### src/rtl/arp_recv.sv
// ARP frame receiver: strips preamble/SFD from a GMII-style byte stream, filters
// ARP frames addressed to this node, captures the address fields and checks the FCS.
module arp_recv #(
  parameter bit CHECK_TPA = 1'b1,
  parameter int MAX_LEN   = 1522,
  parameter int MIN_LEN   = 64
) (
  input  logic        clk,
  input  logic        rst_n,
  input  logic [7:0]  i_rx_data,
  input  logic        i_rx_dv,
  input  logic        i_rx_er,
  input  logic [47:0] i_my_mac,
  input  logic [31:0] i_my_ip,
  output logic        o_valid,
  output logic        o_err,
  output logic        o_busy,
  output logic [15:0] o_operation,
  output logic [47:0] o_src_mac,
  output logic [47:0] o_sha,
  output logic [31:0] o_spa,
  output logic [47:0] o_tha,
  output logic [31:0] o_tpa,
  output logic [2:0]  o_dbg_state
);

  // Handshake: o_valid / o_err are single-cycle strobes with no backpressure; the
  // result fields change only together with o_valid and hold until the next one.

  typedef enum logic [2:0] {
    IDLE     = 3'd0,
    PREAMBLE = 3'd1,
    FRAME    = 3'd2,
    CHECK    = 3'd3,
    DROP     = 3'd4
  } state_e;

  localparam logic [10:0] MAX_CNT     = 11'(MAX_LEN);
  localparam logic [10:0] MIN_CNT     = 11'(MIN_LEN);
  localparam logic [31:0] CRC_INIT    = 32'hFFFF_FFFF;
  localparam logic [31:0] CRC_RESIDUE = 32'hDEBB_20E3;
  localparam logic [47:0] BCAST_MAC   = 48'hFFFF_FFFF_FFFF;

  state_e      state_q, state_d;
  logic [10:0] cnt_q, cnt_d;
  logic [31:0] crc_q, crc_d;
  logic [47:0] acc_q, acc_d;

  // Shadow capture registers, filled while the frame streams in.
  logic [47:0] src_mac_s_q, src_mac_s_d;
  logic [15:0] oper_s_q, oper_s_d;
  logic [47:0] sha_s_q, sha_s_d;
  logic [31:0] spa_s_q, spa_s_d;
  logic [47:0] tha_s_q, tha_s_d;
  logic [31:0] tpa_s_q, tpa_s_d;

  logic        valid_q, valid_d;
  logic        err_q, err_d;
  logic [15:0] operation_q, operation_d;
  logic [47:0] src_mac_q, src_mac_d;
  logic [47:0] sha_q, sha_d;
  logic [31:0] spa_q, spa_d;
  logic [47:0] tha_q, tha_d;
  logic [31:0] tpa_q, tpa_d;

  logic [47:0] word;
  logic [31:0] crc_next;
  logic        filter_fail;
  logic        frame_good;

  function automatic logic [31:0] crc_byte(input logic [31:0] c, input logic [7:0] d);
    logic [31:0] r;
    r = c;
    for (int i = 0; i < 8; i++) begin
      r = (r[0] ^ d[i]) ? ((r >> 1) ^ 32'hEDB8_8320) : (r >> 1);
    end
    return r;
  endfunction

  // The field ending on the current byte, MSB byte first.
  assign word       = {acc_q[39:0], i_rx_data};
  assign crc_next   = crc_byte(crc_q, i_rx_data);
  assign frame_good = (cnt_q >= MIN_CNT) && (crc_q == CRC_RESIDUE);

  always_comb begin
    filter_fail = 1'b0;
    if (cnt_q == 11'd5) begin
      filter_fail = (word != BCAST_MAC) && (word != i_my_mac);
    end else if (cnt_q == 11'd13) begin
      filter_fail = (word[15:0] != 16'h0806);
    end else if (cnt_q == 11'd15) begin
      filter_fail = (word[15:0] != 16'h0001);
    end else if (cnt_q == 11'd17) begin
      filter_fail = (word[15:0] != 16'h0800);
    end else if (cnt_q == 11'd18) begin
      filter_fail = (word[7:0] != 8'h06);
    end else if (cnt_q == 11'd19) begin
      filter_fail = (word[7:0] != 8'h04);
    end else if (cnt_q == 11'd21) begin
      filter_fail = (word[15:0] != 16'd1) && (word[15:0] != 16'd2);
    end else if (cnt_q == 11'd41) begin
      filter_fail = CHECK_TPA && (word[31:0] != i_my_ip);
    end
  end

  always_comb begin
    state_d     = state_q;
    cnt_d       = cnt_q;
    crc_d       = crc_q;
    acc_d       = acc_q;
    src_mac_s_d = src_mac_s_q;
    oper_s_d    = oper_s_q;
    sha_s_d     = sha_s_q;
    spa_s_d     = spa_s_q;
    tha_s_d     = tha_s_q;
    tpa_s_d     = tpa_s_q;
    valid_d     = 1'b0;
    err_d       = 1'b0;
    operation_d = operation_q;
    src_mac_d   = src_mac_q;
    sha_d       = sha_q;
    spa_d       = spa_q;
    tha_d       = tha_q;
    tpa_d       = tpa_q;

    case (state_q)
      IDLE: begin
        if (i_rx_dv) begin
          state_d = (i_rx_data == 8'h55) ? PREAMBLE : DROP;
        end
      end

      PREAMBLE: begin
        if (!i_rx_dv) begin
          state_d = IDLE;
        end else if (i_rx_data == 8'hD5) begin
          state_d = FRAME;
          cnt_d   = 11'd0;
          crc_d   = CRC_INIT;
        end else if (i_rx_data != 8'h55) begin
          state_d = DROP;
        end
      end

      FRAME: begin
        // Pulses are registered on the exit edge so they appear in the CHECK cycle.
        if (!i_rx_dv) begin
          state_d = CHECK;
          if (frame_good) begin
            valid_d     = 1'b1;
            operation_d = oper_s_q;
            src_mac_d   = src_mac_s_q;
            sha_d       = sha_s_q;
            spa_d       = spa_s_q;
            tha_d       = tha_s_q;
            tpa_d       = tpa_s_q;
          end else begin
            err_d = 1'b1;
          end
        end else if (i_rx_er || (cnt_q >= MAX_CNT)) begin
          err_d   = 1'b1;
          state_d = DROP;
        end else begin
          crc_d = crc_next;
          cnt_d = cnt_q + 11'd1;
          acc_d = word;
          case (cnt_q)
            11'd11:  src_mac_s_d = word;
            11'd21:  oper_s_d    = word[15:0];
            11'd27:  sha_s_d     = word;
            11'd31:  spa_s_d     = word[31:0];
            11'd37:  tha_s_d     = word;
            11'd41:  tpa_s_d     = word[31:0];
            default: ;
          endcase
          if (filter_fail) begin
            state_d = DROP;
          end
        end
      end

      CHECK: begin
        state_d = IDLE;
      end

      DROP: begin
        if (!i_rx_dv) begin
          state_d = IDLE;
        end
      end

      default: state_d = IDLE;
    endcase
  end

  always_ff @(posedge clk or negedge rst_n) begin
    if (!rst_n) begin
      state_q     <= IDLE;
      cnt_q       <= '0;
      crc_q       <= CRC_INIT;
      acc_q       <= '0;
      src_mac_s_q <= '0;
      oper_s_q    <= '0;
      sha_s_q     <= '0;
      spa_s_q     <= '0;
      tha_s_q     <= '0;
      tpa_s_q     <= '0;
      valid_q     <= 1'b0;
      err_q       <= 1'b0;
      operation_q <= '0;
      src_mac_q   <= '0;
      sha_q       <= '0;
      spa_q       <= '0;
      tha_q       <= '0;
      tpa_q       <= '0;
    end else begin
      state_q     <= state_d;
      cnt_q       <= cnt_d;
      crc_q       <= crc_d;
      acc_q       <= acc_d;
      src_mac_s_q <= src_mac_s_d;
      oper_s_q    <= oper_s_d;
      sha_s_q     <= sha_s_d;
      spa_s_q     <= spa_s_d;
      tha_s_q     <= tha_s_d;
      tpa_s_q     <= tpa_s_d;
      valid_q     <= valid_d;
      err_q       <= err_d;
      operation_q <= operation_d;
      src_mac_q   <= src_mac_d;
      sha_q       <= sha_d;
      spa_q       <= spa_d;
      tha_q       <= tha_d;
      tpa_q       <= tpa_d;
    end
  end

  assign o_valid     = valid_q;
  assign o_err       = err_q;
  assign o_busy      = (state_q != IDLE);
  assign o_operation = operation_q;
  assign o_src_mac   = src_mac_q;
  assign o_sha       = sha_q;
  assign o_spa       = spa_q;
  assign o_tha       = tha_q;
  assign o_tpa       = tpa_q;
  assign o_dbg_state = state_q;

endmodule

### config.mk
export PLATFORM = sky130hd
export DESIGN_NAME = arp_recv
export DESIGN_NICKNAME = d
export VERILOG_FILES = /design/src/rtl/arp_recv.sv
export SDC_FILE = /design/constraint.sdc
export NUM_CORES = 1
export LEC_CHECK = 0
export ABC_AREA = 1
export CAP_MARGIN = 20
export CORE_MARGIN = 2
export CORE_UTILIZATION = 55
export CTS_CLUSTER_SIZE = 12
export DETAILED_ROUTE_END_ITERATION = 8
export PLACE_DENSITY = 0.81
export SYNTH_ARGS = -nofsm -noshare
export SYNTH_HDL_FRONTEND = slang
export SYNTH_SLANG_ARGS = --single-unit
### constraint.sdc
create_clock -name clk -period 2.8 [get_ports clk]
set_input_delay 0.28 -clock clk [delete_from_list [all_inputs] [get_ports clk]]
set_output_delay 0.28 -clock clk [all_outputs]
set_load 0.03 [all_outputs]
# Word-level counts from Yosys, hierarchy flattened
# Index checks and enable logic that the tools add are counted.
[op_classes] n_addsub=1 mul=0 div_mod_pow=0 n_lt_le_gt_ge=2 n_eq_ne=36 shifts=0 muxes=43 bitwise_logic=18 reduce_logical=17
[ops] cell="$mux 32" n=12
[ops] cell="$not 13->14" n=8
[ops] cell="$eq 11x5->1 const B" n=6
[ops] cell="$pmux 32 s2" n=1
[ops] cell="$ne 48x48->1" n=1
[ops] cell="$ne 48x48->1 const B" n=1
[ops] cell="$mux 11" n=4
[ops] cell="$eq 11x4->1 const B" n=3
[ops] cell="$eq 32x32->1 const B" n=1
[ops] cell="$ne 16x12->1 const B" n=2
[ops] cell="$ne 32x32->1" n=1
[ops] cell="$reduce_and 4->1" n=7
[ops] cell="$mux 3" n=9
[ops] cell="$eq 11x6->1 const B" n=2
[ops] cell="$pmux 11 s2" n=1
[ops] cell="$ne 16x1->1 const B" n=1
[ops] cell="$ne 16x2->1 const B" n=1
[ops] cell="$ne 8x3->1 const B" n=2
[ops] cell="$mux 1" n=15
[ops] cell="$ne 2x2->1 const B" n=6
[ops] cell="$pmux 3 s4" n=1
[ops] cell="$add 11x1->11 const B" n=1
[ops] cell="$eq 11x3->1 const B" n=1
[ops] cell="$ge 11x11->1 const B" n=1
[ops] cell="other kinds (17)" n=29
[word_totals] register_bits=536 latch_bits=0 mem_bits_rw=0 romBits=0 in_bits=92 out_inout_bits=230 word_cells=135 memories=0

# Logic depth before layout (Yosys ltp)
[depth] depth_word=19 depth_mapped=19 ltp_nobuf=18

# Worst setup path after synthesis
# Ideal clock, no wire load.
[synth_timing] path_type="register -> register" start="register crc_q[0]" end="register operation_q[0], in the netlist o_operation[0]" setup_time_ns=0.117 arrival_time_ns=1.986 required_ns=2.683 slack_ns=0.698 path_stages_with_launch=10 n_path_buf=2 synth_period_minus_slack_ns=2.102 cell_sequence="dfstp_2 -> inv_2 -> nor4_1 -> nand4_1 -> nor4_2 -> nand3_1 -> clkbuf_1 -> clkbuf_1 -> nand2_1 -> nand2_1"
[synth_via] elab_chain_len=3
[synth_lines] element="start: declaration" line_no="46" source="logic [31:0] crc_q, crc_d;"
[synth_lines] element="start signal: assignment" line_no="219" source="crc_q <= crc_d;"
[synth_lines] element="$eq 32x32->1" line_no="83" source="assign frame_good = (cnt_q >= MIN_CNT) && (crc_q == CRC_RESIDUE);"
[synth_lines] element="$logic_and 1x1->1" line_no="83"
[synth_lines] element="$reduce_and 3->1 (no line)"
[synth_lines] element="end signal: assignment" line_no="229" source="operation_q <= operation_d;"
[synth_lines] element="end: declaration" line_no="59" source="logic [15:0] operation_q, operation_d;"
# Every way passes these cells.
# A chain may end at the register's enable or synchronous reset.

# Final worst setup path
[layout_timing] start="register acc_q[23]" end="register state_q[2], in the netlist o_dbg_state[2]"
[layout_via] elab_chain_len=11 elab_cells_between_ends=14 classes_between="eq/ne (4); mux (8); reduce/logical (2)"
[layout_lines] element="start: declaration" line_no="47" source="logic [47:0] acc_q, acc_d;"
[layout_lines] element="start signal: assignment" line_no="201" source="acc_q <= '0;"
[layout_lines] element="start signal: assignment" line_no="220" source="acc_q <= acc_d;"
[layout_lines] element="$ne 32x32->1" line_no="102" source="filter_fail = CHECK_TPA && (word[31:0] != i_my_ip);"
[layout_lines] element="$mux 1" line_no="101" source="end else if (cnt_q == 11'd41) begin"
[layout_lines] element="$mux 1" line_no="99" source="end else if (cnt_q == 11'd21) begin"
[layout_lines] element="$mux 1" line_no="97" source="end else if (cnt_q == 11'd19) begin"
[layout_lines] element="$mux 1" line_no="95" source="end else if (cnt_q == 11'd18) begin"
[layout_lines] element="$mux 1" line_no="93" source="end else if (cnt_q == 11'd17) begin"
[layout_lines] element="$mux 1" line_no="91" source="end else if (cnt_q == 11'd15) begin"
[layout_lines] element="$mux 1" line_no="89" source="end else if (cnt_q == 11'd13) begin"
[layout_lines] element="$mux 1 *" line_no="87" source="if (cnt_q == 11'd5) begin"
[layout_lines] element="$ne 4x4->1 (no line) *"
[layout_lines] element="$reduce_and 4->1 (no line) *"
[layout_lines] element="end signal: assignment" line_no="217" source="state_q <= state_d;"
[layout_lines] element="end: declaration" line_no="44" source="state_e state_q, state_d;"
# Mark *: on every way between the ends. The rest lies on a longest branch, timed or not.

==> impl_metrics.py <==
metrics = {
    "outcome": {
        "status": "finished, final reports clean",
    },
    "layout": {
        "fin_nets": 2914,
        "syn_to_final_growth_pct": 26.12,
        "fin_cells": 3374,
        "drive_gt1_frac": 0.07108,
        "fill_cells": 3000,
        "final_core_util": 0.7054,
        "final_common_cell": "nand2_1",
        "mostFrequentLayoutCells": "nand2_1, dfrtp_1, clkdlybuf4s50_1, o21ai_0, inv_1",
    },
    "synthesis": {
        "yosysWarnings": 0,
        "avgSynthCellArea_sq_um": 8.948,
        "seq_area_frac_synth": 0.6040,
        "synth_edf_count": 0,
        "syn_nets": 2585,
        "async_flop_share": 1.000,
        "ys_types": 40,
        "syn_inst": 2489,
        "syn_area_sq_um": 22270,
        "synthFlopType": "dfrtp_1",
        "synth_seq_cells": 536,
    },
    "clock_network": {
        "numCtsBuffers": 53,
        "cts_setup_buffers": 0,
        "cts_resized": 0,
        "clockBufferDepth": 3,
        "cts.root.buffer_cell": "clkbuf_16",
        "clk_pin_slew_worst_paths_ns": 0.06,
        "clk_latency_ns": 0.58,
        "htreeDepth": 2,
        "cts_tree": "yes",
        "cts_sinks": 536,
        "cts_hold_buffers": 1,
    },
    "critical_path": {
        "r2r-start": "acc_q[23]",
        "rrSetupSlack_ns": 0.27,
        "worstRegToRegCells": 10,
        "cp-end-kind": "register",
        "worst_ep_required_time_ns": 3.27,
        "crit_type": "register to register",
        "r2r-end": "o_dbg_state[2]",
        "arrival_ns": 3.00,
        "cp_max_fo": 5,
        "startpoint_type": "register",
    },
    "sta": {
        "slew_headroom": 0.2441,
        "rsz0062_at_grt": "no",
        "max_freq_ghz": 0.3950,
        "setup_tns_ns": 0,
        "fin_crit_sh": 0.9042,
        "period_needed_ns": 2.532,
        "finalMaxSlewViolations": 0,
        "skew_ns": 0.01282,
        "setup_viol": 0,
        "holdWs_ns": 0.2998,
        "hold_viol": 0,
        "worst_slew_pin_slew_ns": 1.124,
    },
    "route": {
        "wl_per_cell_um": 18.96,
        "drt_first_iter_violations": 1636,
        "ant_nets": 0,
        "wl_um": 63980,
        "drc": 0,
        "vias_per_cell": 5.482,
        "vias": 18495,
        "firstDrtPassIters": 6,
    },
    "grt": {
        "grt.overflow.total": 0,
        "grt_max_degree": 134,
        "antenna_found_initial": 7,
        "grt_pass1_vias": 18274,
        "grt_pass1_wl_um": 100300,
        "grt_usage": 0.3085,
    },
    "placement": {
        "portBuffers": 321,
        "dpl.hpwl_um": 43220,
        "dp.cells": 3287,
        "place.gp.congestion": 0.9184,
    },
    "die": {
        "dieArea_sq_um": 42120,
        "die_x_um": 205.2,
        "rows": 73,
        "die_h_um": 205.2,
        "ios": 322,
        "coreArea_sq_um": 39820,
        "start_util": 0.5593,
    },
    "power": {
        "ir_drop_mv": 0.5138,
        "total_power_w": 0.01542,
        "p_per_area_nw_per_um2": 549.0,
        "leakagePower_nw": 13.64,
    },
    "run": {
        "maxCapViolations": 0,
    },
    "hold_path": {
        "hp-class": "primary input to asynchronous set/reset pin",
    },
}
synth_stat cells (all sizes together) (2+ instances only):
master,number,area share
a32oi,4,0.0016
a22oi,3,0.0010
nand4,31,0.0087
o31ai,3,0.0010
o22ai,2,0.00056
ha,4,0.0022
dfrtp,504,0.57
xnor2,64,0.027
dfstp,32,0.038
a211oi,3,0.0010
nor4,10,0.0031
inv,129,0.022
o211ai,3,0.0010
xor2,65,0.026
nor3,18,0.0040
a31oi,4,0.0011
nand3,31,0.0070
nand2,1078,0.18
nor2,55,0.0094
clkbuf,81,0.014
a21oi,20,0.0045
or2,5,0.0014
o21ai,295,0.066
buf,40,0.0097
per-layer routing:
metal  vias to the layer above  wire [um]  GRT usage
met4                         4       2642     0.1238
li1                       8495          -          -
met3                       173       5190    0.06303
met1                      9073      26140     0.4187
met2                       750      29980     0.4910
met5                         -         26          0
through the flow:
step	setup WS, ns	area [sq um]
final	0.2684	28090
after global routing	0.002977	28070
after CTS	0.2645	28070
after detailed placement	0.2137	26490
after global placement	0.1787	26490
after floorplan	0.6975	22270
state kept, by name (all words and copies together), names as in the netlist:
signal       flops
o_tpa           32
o_spa           32
src_mac_s_q     48
o_err            1
spa_s_q         32
crc_q           32
cnt_q           11
o_sha           48
o_operation     16
acc_q           40
o_valid          1
tpa_s_q         32
tha_s_q         48
o_dbg_state      3
oper_s_q        16
sha_s_q         48
o_src_mac       48
o_tha           48
cell type report:
type	count	area, sq um	share of cell area
Tap cell	525	656.9	0.02339
Inverter	130	493.0	0.01755
Timing Repair Buffer	395	4026	0.1433
Multi-Input combinational cell	1702	7871	0.2802
Clock inverter	7	91.34	0.003252
Clock buffer	72	1480	0.05269
Antenna cell	7	17.52	0.0006236
Sequential cell	536	13450	0.4789
power breakdown:
group          internal (W)  leakage (nW)  switching (W)
clock               0.00382         0.767        0.00286
sequential          0.00779          7.36      0.0000400
combinational      0.000361          5.52       0.000541
cell families (layout without fill, tap and decap cells):
family | after synthesis | count (layout) | share of synthesized area
AO/OA/AOI/OAI | 339 | 339 | 0.07882
XOR/XNOR | 129 | 129 | 0.05326
adder cells (fa/ha/maj) | 4 | 4 | 0.002247
buffers and inverters | 251 | 604 | 0.04534
flip-flops | 536 | 536 | 0.6040
other | 0 | 7 | 0
AND/OR/NAND/NOR | 1230 | 1230 | 0.2163
worst max-delay path by stage:
| stage | from | slack, ns | endpoint | cells after the start |
|---|---|---|---|---|
| floorplan | crc_q[0] | 0.70 | o_operation[0] | 9 |
| global placement | i_rx_data[5] | 0.18 | crc_q[18] | 9 |
| detailed placement | i_my_mac[29] | 0.21 | o_dbg_state[2] | 12 |
| CTS | cnt_q[7] | 0.26 | tha_s_q[12] | 14 |
| global route | cnt_q[7] | 0.003 | tha_s_q[12] | 14 |
| finish | acc_q[23] | 0.27 | o_dbg_state[2] | 10 |
worst max-delay path, cell delays in order, from the launching register on:
cell,delay (ns)
dfrtp_1,0.49
nand4_1,0.20
nor4_1,0.90
nand3_1,0.17
nand2_1,0.10
inv_1,0.04
a21oi_1,0.16
buf_4,0.14
nand2_1,0.08
nand3_1,0.09
nand2_1,0.06
Note: power is estimated with default switching activity, not from simulation.
